### config.mk
export PLATFORM = sky130hd
export DESIGN_NAME = instr_encoder_loader
export DESIGN_NICKNAME = d
export VERILOG_FILES = /design/src/rtl/riscv_pkg.sv /design/src/rtl/instr_field_packer.sv /design/src/rtl/instr_encoder_loader.sv
export SDC_FILE = /design/constraint.sdc
export NUM_CORES = 1
export LEC_CHECK = 0
export BUFFER_PORTS_ARGS = -buffer_cell sky130_fd_sc_hd__buf_2
export CAP_MARGIN = 25
export CORE_ASPECT_RATIO = 0.6
export CORE_MARGIN = 2
export CORE_UTILIZATION = 45
export CTS_CLUSTER_SIZE = 30
export DETAILED_ROUTE_END_ITERATION = 8
export PLACE_DENSITY = 0.76
export REMOVE_ABC_BUFFERS = 1
export SLEW_MARGIN = 10
export SYNTH_ARGS = -nofsm -noshare
export SYNTH_HDL_FRONTEND = slang
export SYNTH_HIERARCHICAL = 1
export SYNTH_SLANG_ARGS = --single-unit
### constraint.sdc
create_clock -name clk -period 2 [get_ports clk]
set_input_delay 0.1 -clock clk [delete_from_list [all_inputs] [get_ports clk]]
set_output_delay 0.1 -clock clk [all_outputs]
set_load 0.01 [all_outputs]
### src/rtl/riscv_pkg.sv
// Shared RISC-V encoding types and opcode constants for the encoder/loader
// and the field decoder.
package riscv_pkg;

   typedef enum logic [2:0] {
      FMT_R = 3'd0,
      FMT_I = 3'd1,
      FMT_S = 3'd2,
      FMT_B = 3'd3,
      FMT_U = 3'd4,
      FMT_J = 3'd5
   } instr_fmt_t;

   localparam logic [6:0] OP_R      = 7'h33;
   localparam logic [6:0] OP_IMM    = 7'h13;
   localparam logic [6:0] OP_STORE  = 7'h23;
   localparam logic [6:0] OP_BRANCH = 7'h63;
   localparam logic [6:0] OP_LUI    = 7'h37;
   localparam logic [6:0] OP_JAL    = 7'h6F;

   typedef enum logic [1:0] {
      ST_IDLE,
      ST_LOAD,
      ST_FULL
   } load_state_t;

endpackage

### src/rtl/instr_field_packer.sv
// Combinational packer: places instruction fields into a 32-bit word for the
// selected format; fmt codes 6 and 7 flag illegal.
module instr_field_packer
   import riscv_pkg::*;
(
   input  logic [2:0]  fmt,
   input  logic [6:0]  opcode,
   input  logic [4:0]  rd,
   input  logic [4:0]  rs1,
   input  logic [4:0]  rs2,
   input  logic [2:0]  funct3,
   input  logic [6:0]  funct7,
   input  logic [31:0] imm,
   output logic [31:0] word,
   output logic        illegal
);

   always_comb begin
      word    = '0;
      illegal = 1'b0;
      case (fmt)
         FMT_R: word = {funct7, rs2, rs1, funct3, rd, opcode};
         FMT_I: word = {imm[11:0], rs1, funct3, rd, opcode};
         FMT_S: word = {imm[11:5], rs2, rs1, funct3, imm[4:0], opcode};
         FMT_B: word = {imm[12], imm[10:5], rs2, rs1, funct3, imm[4:1], imm[11], opcode};
         FMT_U: word = {imm[31:12], rd, opcode};
         FMT_J: word = {imm[20], imm[10:1], imm[11], imm[19:12], rd, opcode};
         default: illegal = 1'b1;
      endcase
   end

endmodule

### src/rtl/instr_encoder_loader.sv
// Accepts instruction field tuples, encodes them and writes the words to
// consecutive imem addresses through a one-deep registered write port.
module instr_encoder_loader
   import riscv_pkg::*;
#(
   parameter int ADDR_W = 8
) (
   input  logic              clk,
   input  logic              reset,
   input  logic              start,
   input  logic [ADDR_W-1:0] base_addr,
   input  logic              in_valid,
   output logic              in_ready,
   input  logic [2:0]        fmt,
   input  logic [6:0]        opcode,
   input  logic [4:0]        rd,
   input  logic [4:0]        rs1,
   input  logic [4:0]        rs2,
   input  logic [2:0]        funct3,
   input  logic [6:0]        funct7,
   input  logic [31:0]       imm,
   output logic              mem_we,
   input  logic              mem_ready,
   output logic [ADDR_W-1:0] mem_addr,
   output logic [31:0]       mem_wdata,
   output logic              full,
   output logic              err,
   output logic [ADDR_W:0]   count
);

   load_state_t       state, state_next;
   logic [ADDR_W-1:0] acc_ptr;
   logic [31:0]       word;
   logic              illegal;
   logic              accept;
   logic              load_word;
   logic              done;

   instr_field_packer u_packer (
      .fmt     (fmt),
      .opcode  (opcode),
      .rd      (rd),
      .rs1     (rs1),
      .rs2     (rs2),
      .funct3  (funct3),
      .funct7  (funct7),
      .imm     (imm),
      .word    (word),
      .illegal (illegal)
   );

   assign in_ready  = (state == ST_LOAD) && !start && (!mem_we || mem_ready);
   assign accept    = in_valid && in_ready;
   assign load_word = accept && !illegal;
   assign done      = mem_we && mem_ready;
   assign full      = (state == ST_FULL);

   always_ff @(posedge clk or posedge reset) begin
      if (reset) state <= ST_IDLE;
      else       state <= state_next;
   end

   always_comb begin
      state_next = state;
      if (start)
         state_next = ST_LOAD;
      else if (load_word && (acc_ptr == '1))
         state_next = ST_FULL;
   end

   // A write still pending at start completes at its old address and is
   // counted toward the new run.
   always_ff @(posedge clk or posedge reset) begin
      if (reset) begin
         acc_ptr   <= '0;
         mem_we    <= 1'b0;
         mem_addr  <= '0;
         mem_wdata <= '0;
         err       <= 1'b0;
         count     <= '0;
      end else begin
         if (start)          count <= (ADDR_W+1)'(done);
         else if (done)      count <= count + (ADDR_W+1)'(1);

         if (start)                  err <= 1'b0;
         else if (accept && illegal) err <= 1'b1;

         if (start)          acc_ptr <= base_addr;
         else if (load_word) acc_ptr <= acc_ptr + ADDR_W'(1);

         if (load_word) begin
            mem_we    <= 1'b1;
            mem_addr  <= acc_ptr;
            mem_wdata <= word;
         end else if (mem_ready) begin
            mem_we <= 1'b0;
         end
      end
   end

endmodule

---- Yosys cells after proc, flatten, opt, wreduce, memory -nomap -nowiden ----
Cells that the tools add are included.
storage, ports and cells
  memories ................................ 0
  bits in latches ......................... 0
  word-level logic and storage cells ...... 46
  memory bits (read-only) ................. 0
  register bits after elaboration ......... 61
  output and inout port bits .............. 53
  bits in writable memories ............... 0
  input port bits ......................... 80
operators by class
  div/mod/pow operators ................... 0
  muxes and demuxes ....................... 12
  magnitude comparators ................... 0
  bitwise operators ....................... 0
  $add $sub $neg .......................... 2
  multiply operators ...................... 0
  reductions and logical operators ........ 17
  equality and inequality tests ........... 8
  shift-type cells ........................ 0
operators by type and width
  operator                                                          count
  32-bit case mux with 6 select lines                               1
  9-bit two-way mux                                                 2
  8-bit two-way mux                                                 2
  2-bit nonzero test                                                5
  9-bit by 1-bit adder with 9-bit output (second input constant)    1
  8-bit by 1-bit adder with 8-bit output (second input constant)    1
  8-bit == test (second input constant)                             1
  1-bit logical AND                                                 7
  3-bit by 2-bit == test with 1-bit output (second input constant)  2
  3-bit == test (second input constant)                             2
  6-bit OR reduction                                                1
  1-bit two-way mux                                                 5
  2-bit two-way mux                                                 2
  3-bit by 1-bit == test with 1-bit output (second input constant)  1
  3-bit zero test                                                   1
  2-bit by 1-bit == test with 1-bit output (second input constant)  1
  2-bit == test (second input constant)                             1
  1-bit zero test                                                   2
  1-bit logical OR                                                  1

---- Depth between registers and ports, before layout ----
Gate-level depths: netlist (run 1).
  depth in word-level cells ............... 8
  mapped depth ............................ 7
  mapped depth without buffers ............ 6

---- Cells and area by module ----
The synthesis (run 1) kept the hierarchy.
modules (own cells, without submodules)
  module                instances  seq. area each (µm²)  cells each  area each (µm²)
  instr_encoder_loader  1          1,526.5               198         2,580.0
  instr_field_packer    1          0.0                   88          600.6

---- Least setup slack after synthesis (run 1) ----
Ideal clock, no wire load.
  path type ............................... flip-flop to flip-flop
  from .................................... reg mem_we
  to ...................................... reg acc_ptr[6]
  required time ........................... 1,918 ps
  library setup time ...................... 82 ps
  data arrival time ....................... 1,777 ps
  cell stages (with the launch flop) ...... 6
  clock period less this slack ............ 1,859 ps
  setup slack ............................. 141 ps
  buffers on the path ..................... 1
  path through ............................ dfrtp_1 -> nor2b_1 -> buf_6 -> or4_1 -> or4_1 -> a31oi_1
between the ends
  cells in the longest elaborated chain, start to end .. 6
ends and longest elaborated chain
  item                                 RTL line                    source
  start, declared                      instr_encoder_loader.sv:22  output logic mem_we,
  start signal, assigned               instr_encoder_loader.sv:76  mem_we <= 1'b0;
  start signal, assigned               instr_encoder_loader.sv:92  mem_we <= 1'b1;
  start signal, assigned               instr_encoder_loader.sv:96  mem_we <= 1'b0;
  1-bit zero test                      instr_encoder_loader.sv:52  assign in_ready = (state == ST_LOAD) && !start && (!mem_we || mem_ready);
  1-bit logical OR                     instr_encoder_loader.sv:52
  1-bit logical AND                    instr_encoder_loader.sv:52
  1-bit logical AND                    instr_encoder_loader.sv:53  assign accept = in_valid && in_ready;
  1-bit logical AND                    instr_encoder_loader.sv:54  assign load_word = accept && !illegal;
  2-bit nonzero test (no source line)  -
  end signal, assigned                 instr_encoder_loader.sv:88  if (start) acc_ptr <= base_addr;
  end signal, assigned                 instr_encoder_loader.sv:89  else if (load_word) acc_ptr <= acc_ptr + ADDR_W'(1);
  end, declared                        instr_encoder_loader.sv:32  logic [ADDR_W-1:0] acc_ptr;
Every way passes these cells.
A chain may end at the register's enable or synchronous reset.

---- Worst setup path after layout (run 1) ----
Same ends and word-level chain as after synthesis.

==> impl_metrics.env, run 1 <==
export IMPL_status="complete, no violations"
export IMPL_ys_async_sr_fraction=1.000
export IMPL_crit_type="reg -> reg"
export IMPL_synth_area_mm2=0.003181
export IMPL_detailedPlacementHpwl_mm=6.194
export IMPL_place_port_buffers=132
export IMPL_crit_path_start="mem_we"
export IMPL_num_antenna_cells=0
export IMPL_row_count=23
export IMPL_die_height_um=69.12
export IMPL_synth_seq_area_share=0.4799
export IMPL_synth_xor_area_share=0.02754
export IMPL_grt_start_max_net_pins=30
export IMPL_timing_critical_path_from_type="flop"
export IMPL_detailedRoute_firstIterationViolations=171
export IMPL_area_growth_pct=32.61
export IMPL_synth_adder_area_share=0.007868
export IMPL_peak_supply_drop_v=0.0005763
export IMPL_clock_insertion_delay_worst_skew_ns=0.32
export IMPL_worst_endpoint_required_ns=2.24
export IMPL_grt_remaining_overflow=0
export IMPL_first_global_vias=2802
export IMPL_synth_compound_area_frac=0.1279
export IMPL_muxShareOfSynthArea=0.1762
export IMPL_remaining_max_slew_budget_at_the_tightest_pin=0.4912
export IMPL_final_non_filler_cell_area_mm2=0.004218
export IMPL_fin_worst_skew_ns=0.005617
export IMPL_synth_warnings=6
export IMPL_count_of_final_hold_check_violations=0
export IMPL_post_synth_and_or_nand_nor_area_fraction=0.1294
export IMPL_global_route_usage_met3=0.06069
export IMPL_total_power_mw=3.804
export IMPL_period_minus_ws_final_ns=1.828
export IMPL_power_density_cell_area_mw_per_mm2=901.9
export IMPL_clkSlewWorstSetupHoldPaths_ns=0.05
export IMPL_detail_route_vias_per_cell=5.401
export IMPL_layout_nets=506
export IMPL_drt_wl_total_mm=8.084
export IMPL_final_max_slew_viol_count=0
export IMPL_worst_slew_pin_transition_ns=0.7616
export IMPL_power_sequential_fraction=0.418
export IMPL_cts_made_buffers=9
export IMPL_fp_dieArea_mm2=0.007778
export IMPL_worst_setup_end_kind="flop"
export IMPL_crit_path_cell_trace="nor2b_1 -> or4_1 -> or4_1 -> a31oi_1"
export IMPL_htree_levels=3
export IMPL_critical_path_n_buffers_inverters=0
export IMPL_ant_nets=0
export IMPL_synth_edf_count=0
export IMPL_clock_sinks=61
export IMPL_cts_repair_resized=0
export IMPL_cts_root_buf="clkbuf_16"
export IMPL_critPathMostFrequentCell="or4_1"
export IMPL_synth_ff_latch_count=61
export IMPL_cell_internal_pwr_mw=2.713
export IMPL_die_w_um=112.5
export IMPL_grt_util_met2=0.3420
export IMPL_critical_path_arrival_ns=2.07
export IMPL_timing_rr_start="mem_we"
export IMPL_remaining_drc_errors=0
export IMPL_grt_setup_unrepaired="false"
export IMPL_global_route_usage_met1=0.3007
export IMPL_route_vias_total=2787
export IMPL_finalSetupViolCount=0
export IMPL_static_leakage_power_nw=2.104
export IMPL_gp_congestion=0.9314
export IMPL_yosys_most_used_dff="dfrtp_1"
export IMPL_floorplan_initialDensity=0.4703
export IMPL_cap_violations=0
export IMPL_tritoncts="built"
export IMPL_fmaxAchievable_mhz=546.9
export IMPL_grt_first_pass_wirelength_mm=13.59
export IMPL_crit_path_max_fanout=7
export IMPL_postSynthCellCount=286
export IMPL_synth_distinct_cells=46
export IMPL_avgSynthCellArea_um2=11.12
export IMPL_antenna_violations_before_repair=0
export IMPL_cts_path_max_buffers=2
export IMPL_core_region_area_mm2=0.006763
export IMPL_numPlacedInstances=498
export IMPL_placed_cell_area_mm2=0.003930
export IMPL_grt_util_all_layers=0.2173
export IMPL_layoutNonFillerInstCount=516
export IMPL_drt_wirelength_per_cell_um=15.67
export IMPL_power_combinational_fraction=0.225
export IMPL_layout_drive_gt1_share=0.4685
export IMPL_critical_path_top_delay_family="simple AND/OR/NAND/NOR gates"
export IMPL_drtPass1Iterations=4
export IMPL_clock_network_fraction_of_design_power=0.358
export IMPL_cp_slowest_stage_delay_ns=0.56
export IMPL_hold_path_class="in -> reg"
export IMPL_slowest_stage="or4_1"
export IMPL_sw_frac_of_total=0.2868
export IMPL_timing_hold_worst_start="base_addr[0]"
export IMPL_period_share=0.9142
export IMPL_num_io_pins=133
export IMPL_netSwitchingPower_mw=1.091
export IMPL_busiest_layer="met2"
export IMPL_combinational_family_with_the_most_area_after_synthesis="multiplexers"
-- cell families (layout without fill, tap and decap cells) --
family                   Yosys count  after routing
buffers and inverters             30            173
multiplexers                      50             50
AND/OR/NAND/NOR                   77             77
AO/OA/AOI/OAI                     56             56
flip-flops                        61             61
XOR/XNOR                          10             10
adder cells (fa/ha/maj)            2              2
-- synth_stat cells (2+ instances only) --
| master | count | area (um2) |
|---|---|---|
| mux2_2 | 36 | 405.4 |
| nor2_1 | 12 | 45.04 |
| nand2_1 | 21 | 78.83 |
| nand3_1 | 6 | 30.03 |
| a22oi_1 | 16 | 120.1 |
| buf_2 | 9 | 45.04 |
| clkbuf_8 | 2 | 27.53 |
| inv_1 | 13 | 48.80 |
| o31ai_1 | 2 | 15.01 |
| buf_6 | 2 | 22.52 |
| and3_1 | 3 | 18.77 |
| o2bb2ai_1 | 4 | 35.03 |
| clkbuf_1 | 2 | 7.510 |
| o22ai_1 | 7 | 43.79 |
| a22o_1 | 6 | 52.55 |
| dfrtp_1 | 61 | 1526 |
| o21ai_0 | 9 | 45.04 |
| or4_1 | 2 | 15.01 |
| mux2i_1 | 5 | 50.05 |
| nand2b_1 | 4 | 25.02 |
| nor2b_1 | 4 | 25.02 |
| nor4_1 | 3 | 18.77 |
| a21oi_1 | 3 | 15.01 |
| ha_1 | 2 | 25.02 |
| mux2_1 | 8 | 90.09 |
| xnor2_1 | 3 | 26.28 |
| nor3_1 | 4 | 20.02 |
| nand4_1 | 4 | 25.02 |
| xor2_1 | 7 | 61.31 |
| and2_1 | 7 | 43.79 |
| a221o_1 | 4 | 40.04 |
-- path summary, 6_finish.rpt --
check                      depth (start not counted)  slack (ns)       endpoint
min                                                3        0.03     acc_ptr[0]
max reg2reg                                        4        0.17     acc_ptr[6]
max                                                4        0.17     acc_ptr[6]
min in group asynchronous                          3        0.40   mem_wdata[2]
min reg2reg                                        1        0.49  mem_wdata[12]
max in group asynchronous                          4        1.03       state[1]
-- power by group through the flow --
stage	Combinational, mW	Sequential (mW)	Clock [mW]
after global routing	0.936	1.62	1.46
final	0.854	1.59	1.36
after floorplan	0.350	1.68	0
after CTS	0.863	1.59	1.39
after detailed placement	0.860	1.60	0
after global placement	0.834	1.60	0
-- placed cells by master (no fill, tap or decap), types with 7 or more instances in the layout --
cell,instances
a22oi_1,16
and2_1,7
buf_2,132
buf_4,9
clkbuf_16,9
dfrtp_1,61
inv_1,12
mux2_1,8
mux2_2,36
nand2_1,21
nor2_1,12
o21ai_0,9
o22ai_1,7
xor2_1,7
-- metal layers --
| metal | up-vias | share of wire |
|---|---|---|
| met5 | - | 0 |
| met4 | 0 | 0.0087 |
| met3 | 9 | 0.054 |
| met2 | 94 | 0.44 |
| met1 | 1362 | 0.49 |
| li1 | 1322 | - |
-- cell type report --
class | count | area, um2
fill | 577 | 2545
sequential | 61 | 1526
multi-input combinational | 195 | 1498
timing repair buffer | 144 | 768.2
clock buffer | 9 | 225.2
tap | 87 | 108.9
inverter | 13 | 48.80
clock inverter | 7 | 42.54
-- state kept, by name, indices dropped and copies added (netlist names) --
name,count
err,1
mem_wdata,32
acc_ptr,8
count,9
mem_we,1
state,2
mem_addr,8
-- what timing repair did --
item                      in CTS  in global routing
hold endpoints to repair      28                  0
setup buffers                  0                  0
hold buffers                   2                  0
-- stage by stage --
step	hold slack, ns	util	worst slack (ns)	TNS [ns]
after floorplan	0.1631	-	-1.232	-43.94
after global placement	0.2064	0.5811	0.2420	0
after detailed placement	0.2263	0.5811	0.1845	0
after CTS	0.02141	0.6237	0.1759	0
after global routing	0.01945	0.6237	0.04186	0
final	0.02530	0.6237	0.1715	0
-- worst register-to-register path, cell delays in order, from the launching register on --
cell and delay (ns):
dfrtp_1 0.38, nor2b_1 0.22, or4_1 0.56, or4_1 0.41, a31oi_1 0.18
Note: power is estimated with default switching activity, not from simulation.
==> run 2, diff against run 1 <==
--- a/config.mk
+++ b/config.mk
@@ -6,13 +6,13 @@
 export NUM_CORES = 1
 export LEC_CHECK = 0
 export BUFFER_PORTS_ARGS = -buffer_cell sky130_fd_sc_hd__buf_2
-export CAP_MARGIN = 25
+export CAP_MARGIN = 20
 export CORE_ASPECT_RATIO = 0.6
 export CORE_MARGIN = 2
-export CORE_UTILIZATION = 45
+export CORE_UTILIZATION = 48
 export CTS_CLUSTER_SIZE = 30
 export DETAILED_ROUTE_END_ITERATION = 8
-export PLACE_DENSITY = 0.76
+export PLACE_DENSITY = 0.8
 export REMOVE_ABC_BUFFERS = 1
 export SLEW_MARGIN = 10
 export SYNTH_ARGS = -nofsm -noshare
==> constraint.sdc (replaced) <==
create_clock -name clk -period 1.7 [get_ports clk]
set_input_delay 0.085 -clock clk [delete_from_list [all_inputs] [get_ports clk]]
set_output_delay 0.085 -clock clk [all_outputs]
set_load 0.01 [all_outputs]
==> run 2 against run 1 <==
The run now ends with setup timing left. Sequential power is 18% higher. Utilization is 9.5 points higher. Routed wire length is 9.3% higher. Hold slack worse by 0.0029 ns. Critical path depth is 1 higher. Power is 14% higher. Sequential share of layout area is 2.2 points lower. Non-clock buffer count is 18 higher. Clock power is 5% lower. Final area is 6.5% higher. Global-route usage is 2.8 points higher. Critical path type unchanged. Critical endpoint is now acc_ptr[3]. Largest cell class is now multi-input gates.
==> impl_metrics.env, run 2 (synthesized netlist as in run 1, its figures left out) <==
export IMPL_grt_start_max_net_pins=62
export IMPL_timing_hold_worst_start="base_addr[6]"
export IMPL_static_leakage_power_nw=2.268
export IMPL_die_w_um=109.1
export IMPL_cap_violations=0
export IMPL_place_port_buffers=132
export IMPL_drt_wl_total_mm=8.837
export IMPL_holdWs_ns=0.02243
export IMPL_crit_path_max_fanout=3
export IMPL_count_of_final_hold_check_violations=0
export IMPL_grt_remaining_overflow=0
export IMPL_layoutNonFillerInstCount=530
export IMPL_grt_setup_unrepaired="true"
export IMPL_ant_nets=0
export IMPL_violations="setup timing"
export IMPL_placed_cell_area_mm2=0.003984
export IMPL_mostFrequentLayoutCells="buf_2, dfrtp_1, mux2_4, nand2_1"
export IMPL_fin_setup_tns_ns=-0.4929
export IMPL_clock_sinks=61
export IMPL_num_io_pins=133
export IMPL_timing_critical_path_from_type="flop"
export IMPL_met3WireLength_um=852
export IMPL_met2_length_mm=3.843
export IMPL_detailedRoute_firstIterationViolations=119
export IMPL_power_density_cell_area_mw_per_mm2=964.0
export IMPL_critical_path_depth=5
export IMPL_cts_root_buf="clkbuf_8"
export IMPL_first_global_vias=2915
export IMPL_regToRegSetupSlack_ns=-0.05
export IMPL_htree_levels=3
export IMPL_remaining_max_slew_budget_at_the_tightest_pin=0.4879
export IMPL_layout_drive_gt1_share=0.4978
export IMPL_numPlacedInstances=501
export IMPL_detail_route_vias_per_cell=5.415
export IMPL_dp_slack_ns=-0.07594
export IMPL_die_height_um=67.06
export IMPL_ff2ff_path_depth=5
export IMPL_clkSlewWorstSetupHoldPaths_ns=0.07
export IMPL_floorplan_initialDensity=0.5090
export IMPL_timing_hold_worst_path_depth=3
export IMPL_layout_utilization=0.7191
export IMPL_largest_register_ff_count=32
export IMPL_row_count=22
export IMPL_cts_path_max_buffers=2
export IMPL_grt_first_pass_wirelength_mm=13.61
export IMPL_route_layer_met1_wl_mm=4.037
export IMPL_fmaxAchievable_mhz=570.9
export IMPL_total_power_mw=4.331
export IMPL_grt_util_all_layers=0.2453
export IMPL_clock_insertion_delay_worst_skew_ns=0.33
export IMPL_worst_setup_end_kind="flop"
export IMPL_fp_dieArea_mm2=0.007315
export IMPL_critical_path_n_buffers_inverters=1
export IMPL_timing_rr_end="acc_ptr[3]"
export IMPL_layout_cells_most_common="buf_2"
export IMPL_crit_path_cell_trace="nand4bb_4 -> nor3_4 -> buf_4 -> mux2_4 -> a221o_1"
export IMPL_crit_type="reg -> reg"
export IMPL_sw_frac_of_total=0.2861
export IMPL_critical_path_arrival_ns=1.97
export IMPL_worst_endpoint_required_ns=1.92
export IMPL_hold_path_class="in -> reg"
export IMPL_worst_slew_pin_transition_ns=0.7666
export IMPL_max_flop_register="mem_wdata"
export IMPL_cts_made_buffers=9
export IMPL_cell_internal_pwr_mw=3.092
export IMPL_biggestRegsByFlops="mem_wdata (32), count (9)"
export IMPL_finalWorstSetupSlack_ns=-0.05153
export IMPL_antenna_violations_before_repair=0
export IMPL_tritoncts="built"
export IMPL_final_max_slew_viol_count=0
export IMPL_drtPass1Iterations=4
export IMPL_core_region_area_mm2=0.006248
export IMPL_cp_slowest_stage_delay_ns=0.40
export IMPL_drt_wirelength_per_cell_um=16.67
export IMPL_detailedPlacementHpwl_mm=6.189
export IMPL_finalSetupViolCount=21
export IMPL_timing_rr_start="state[1]"
export IMPL_slowest_stage="dfrtp_1"
export IMPL_period_minus_ws_final_ns=1.752
export IMPL_final_non_filler_cell_area_mm2=0.004493
export IMPL_netSwitchingPower_mw=1.239
export IMPL_critical_path_top_delay_family="simple AND/OR/NAND/NOR gates"
export IMPL_remaining_drc_errors=0
export IMPL_power_sequential_fraction=0.431
export IMPL_gp_congestion=0.8751
export IMPL_layout_nets=524
export IMPL_power_combinational_fraction=0.271
export IMPL_clock_network_fraction_of_design_power=0.298
export IMPL_fin_worst_skew_ns=0.009319
export IMPL_crit_path_start="state[1]"
export IMPL_hold_path_end="acc_ptr[6]"
export IMPL_area_growth_pct=41.27
export IMPL_num_antenna_cells=0
export IMPL_status="finished, violations left"
export IMPL_route_vias_total=2870
export IMPL_top_signal_layer_used="met4"
export IMPL_period_share=1.030
export IMPL_peak_supply_drop_v=0.0005322
export IMPL_nFillCells=469
## run 2: worst min-delay path: cells and delay by family
kind	cells	cell delay (ns)
AOI/OAI and AO/OA	1	0.05
buffers and inverters	1	0.10
and+or+nand+nor	1	0.09
## run 2: layout make-up
class	instances	area, um2	area share
clock buffer	11	151.4	0.03370
sequential	61	1528	0.3400
clock inverter	4	47.55	0.01058
tap	84	105.1	0.02339
multi-input combinational	195	1615	0.3595
timing repair buffer	162	997.2	0.2219
inverter	13	48.80	0.01086
## run 2: worst max path at each step
stage | endpoint | slack, ns
floorplan | acc_ptr[3] | -1.53
global placement | acc_ptr[6] | 0.007
detailed placement | acc_ptr[2] | -0.08
CTS | acc_ptr[6] | -0.02
global route | acc_ptr[5] | -0.11
finish | acc_ptr[3] | -0.05
## run 2: power by group through the flow
stage          Clock [mW]  Sequential (mW)  Combinational [mW]
6_report             1.29             1.87                1.18
5_1_grt              1.39             1.90                1.28
4_1_cts              1.32             1.85                1.07
3_5_place_dp            0             1.88                1.04
3_3_place_gp            0             1.86                1.00
2_1_floorplan           0             1.97               0.412
## run 2: metal layers
layer | up-vias | track usage
met5 | - | 0
met4 | 0 | 0.06571
met3 | 9 | 0.07241
met2 | 120 | 0.3913
met1 | 1393 | 0.3265
li1 | 1348 | -
## run 2: what timing repair did
item | CTS | global route
setup buffers | 2 | 2
hold buffers | 5 | 1
resized for setup | 4 | 27
endpoints found under the hold margin | 65 | 1
setup endpoints to repair | 41 | 45
cloned | 1 | 3
pin swaps | 3 | 0
==> run 3, diff against run 2 <==
--- a/config.mk
+++ b/config.mk
@@ -10,8 +10,10 @@
 export CORE_ASPECT_RATIO = 0.6
 export CORE_MARGIN = 2
 export CORE_UTILIZATION = 48
+export CTS_BUF_LIST = sky130_fd_sc_hd__clkbuf_8 sky130_fd_sc_hd__clkbuf_16
 export CTS_CLUSTER_SIZE = 30
 export DETAILED_ROUTE_END_ITERATION = 8
+export GPL_TIMING_DRIVEN = 0
 export PLACE_DENSITY = 0.8
 export REMOVE_ABC_BUFFERS = 1
 export SLEW_MARGIN = 10
==> constraint.sdc (replaced) <==
create_clock -name clk -period 1.7 [get_ports clk]
set_input_delay 0.425 -clock clk [delete_from_list [all_inputs] [get_ports clk]]
set_output_delay 0.425 -clock clk [all_outputs]
set_load 0.01 [all_outputs]
==> run 3 against run 2 <==
Largest power group unchanged. Critical path type unchanged. Sequential share of layout area is 2.3 points higher. Final area shrank 6.3%. Highest routed layer unchanged. Via count fell by 7.6%. Largest cell class unchanged. The flow still finishes with violations (setup timing). Power down 4.8%. Critical endpoint is now acc_ptr[6].
==> impl_metrics.env, run 3 (synthesized netlist as in run 1, its figures left out) <==
export IMPL_timing_rr_end="acc_ptr[6]"
export IMPL_peak_supply_drop_v=0.0005839
export IMPL_drt_wirelength_per_cell_um=15.16
export IMPL_status="finished, violations left"
export IMPL_floorplan_initialDensity=0.5090
export IMPL_timing_critical_path_from_type="flop"
export IMPL_critical_path_top_delay_family="simple AND/OR/NAND/NOR gates"
export IMPL_final_non_filler_cell_area_mm2=0.004210
export IMPL_max_flop_register="mem_wdata"
export IMPL_gp_congestion=0.7589
export IMPL_crit_path_cell_trace="nor2b_4 -> or4_4 -> or4_1 -> a31oi_1"
export IMPL_cell_internal_pwr_mw=2.933
export IMPL_remaining_max_slew_budget_at_the_tightest_pin=0.5080
export IMPL_row_count=22
export IMPL_core_region_area_mm2=0.006248
export IMPL_power_combinational_fraction=0.249
export IMPL_count_of_final_hold_check_violations=0
export IMPL_route_vias_total=2652
export IMPL_dp_slack_ns=-1.066
export IMPL_hold_path_class="in -> async"
export IMPL_detail_route_vias_per_cell=5.210
export IMPL_violations="setup timing"
export IMPL_area_growth_pct=32.38
export IMPL_antenna_violations_before_repair=0
export IMPL_layout_nets=502
export IMPL_place_port_buffers=132
export IMPL_period_share=1.003
export IMPL_detailedPlacementHpwl_mm=5.515
export IMPL_crit_type="reg -> reg"
export IMPL_timing_rr_start="mem_we"
export IMPL_finalWorstSetupSlack_ns=-0.005637
export IMPL_critical_path_arrival_ns=1.96
export IMPL_remaining_drc_errors=0
export IMPL_crit_path_max_fanout=7
export IMPL_mostFrequentLayoutCells="buf_2, dfrtp_1, mux2_2, nand2_1, a22oi_1"
export IMPL_first_global_vias=2629
export IMPL_nFillCells=495
export IMPL_detailedRoute_firstIterationViolations=113
export IMPL_cap_violations=0
export IMPL_area_sequential_mm2=0.001528
export IMPL_die_height_um=67.06
export IMPL_ant_nets=0
export IMPL_multi_input_area_mm2=0.001565
export IMPL_clock_insertion_delay_worst_skew_ns=0.33
export IMPL_period_minus_ws_final_ns=1.706
export IMPL_ff2ff_path_depth=4
export IMPL_grt_first_pass_wirelength_mm=12.42
export IMPL_fp_dieArea_mm2=0.007315
export IMPL_cts_made_buffers=9
export IMPL_fin_worst_skew_ns=0.009407
export IMPL_final_max_slew_viol_count=0
export IMPL_layout_drive_gt1_share=0.4871
export IMPL_static_leakage_power_nw=2.098
export IMPL_num_antenna_cells=0
export IMPL_tritoncts="built"
export IMPL_grt_start_max_net_pins=62
export IMPL_finalSetupViolCount=1
export IMPL_biggestRegsByFlops="mem_wdata (32), count (9)"
export IMPL_worst_endpoint_required_ns=1.95
export IMPL_num_io_pins=133
export IMPL_worst_slew_pin_transition_ns=0.7380
export IMPL_critical_path_depth=4
export IMPL_clkSlewWorstSetupHoldPaths_ns=0.07
export IMPL_layout_cells_most_common="buf_2"
export IMPL_power_density_cell_area_mw_per_mm2=978.9
export IMPL_netSwitchingPower_mw=1.188
export IMPL_grt_remaining_overflow=0
export IMPL_slowest_stage="or4_4"
export IMPL_grt_setup_unrepaired="true"
export IMPL_sw_frac_of_total=0.2883
export IMPL_largest_register_ff_count=32
export IMPL_power_sequential_fraction=0.448
export IMPL_die_w_um=109.1
export IMPL_drt_wl_total_mm=7.714
export IMPL_grt_util_all_layers=0.2242
export IMPL_regToRegSetupSlack_ns=-0.006
export IMPL_htree_levels=3
export IMPL_critical_path_n_buffers_inverters=0
export IMPL_clock_network_fraction_of_design_power=0.303
export IMPL_cts_root_buf="clkbuf_8"
export IMPL_hold_buffers_post_cts=0
export IMPL_worst_setup_end_kind="flop"
export IMPL_drtPass1Iterations=4
export IMPL_fmaxAchievable_mhz=586.3
export IMPL_cp_slowest_stage_delay_ns=0.53
export IMPL_clock_sinks=61
export IMPL_cts_path_max_buffers=2
export IMPL_placed_cell_area_mm2=0.003871
==> run 3: cell count changes in the layout (fill, tap and decap cells not counted), moves of 3 or more <==
cell           before  now
buf_2             132  129
dlygate4sd3_1       6    0
mux2_4             24    2
mux2_2             16   36
buf_4              16    6
==> run 3: worst max-delay path by stage <==
stage	from	end	slack, ns
3_3_place_gp	fmt[2]	acc_ptr[3]	-2.88
5_1_grt	mem_we	acc_ptr[6]	-0.04
4_1_cts	mem_we	acc_ptr[6]	0.0005
2_1_floorplan	fmt[1]	acc_ptr[3]	-1.55
6_report	mem_we	acc_ptr[6]	-0.006
3_5_place_dp	fmt[2]	acc_ptr[2]	-1.07
==> run 3: worst register-to-register path, stage by stage, from the launching register on <==
cell,delay [ns]
dfrtp_1,0.39
nor2b_4,0.16
or4_4,0.54
or4_1,0.42
a31oi_1,0.14
==> run 3: cell type report <==
cell class	count	share of cell area
multi-input cells	195	0.3718
flip-flops and latches	61	0.3629
repair buffers	140	0.1825
clock buffers	10	0.03269
well taps	84	0.02496
clock inverters	6	0.01308
inverters	13	0.01218
==> run 3: layer usage <==
metal | wire (um) | GRT usage
met5 | 0 | 0
met2 | 3376 | 0.3331
met3 | 574 | 0.07534
met4 | 54 | 0.06891
met1 | 3709 | 0.3090
==> run 3: power groups by stage <==
stage	Combinational (mW)	Clock [mW]	Sequential, mW
detailed placement	0.991	0	1.87
floorplan	0.412	0	1.97
global route	1.13	1.37	1.88
CTS	1.02	1.30	1.85
global placement	0.962	0	1.86
finish	1.03	1.25	1.85
==> run 3: metrics by stage <==
step | TNS (ns) | util | total power, mW | cells | hold WS (ns)
after floorplan | -72.50 | - | 2.384 | 269 | 0.4881
after global placement | -182.77 | 0.6133 | 2.818 | 485 | 0.4637
after detailed placement | -43.53 | 0.6195 | 2.863 | 487 | 0.4743
after CTS | 0 | 0.6662 | 4.164 | 508 | 0.2501
after global routing | -0.08210 | 0.6738 | 4.372 | 509 | 0.2838
final | -0.005637 | 0.6738 | 4.122 | 509 | 0.2347
==> run 3: what timing repair did <==
item                                    CTS  global route
pin swaps                                 2             2
endpoints found under the setup margin   49            43
gates resized for setup                  11             9
setup buffers                             5             1
endpoints found under the hold margin     0             0
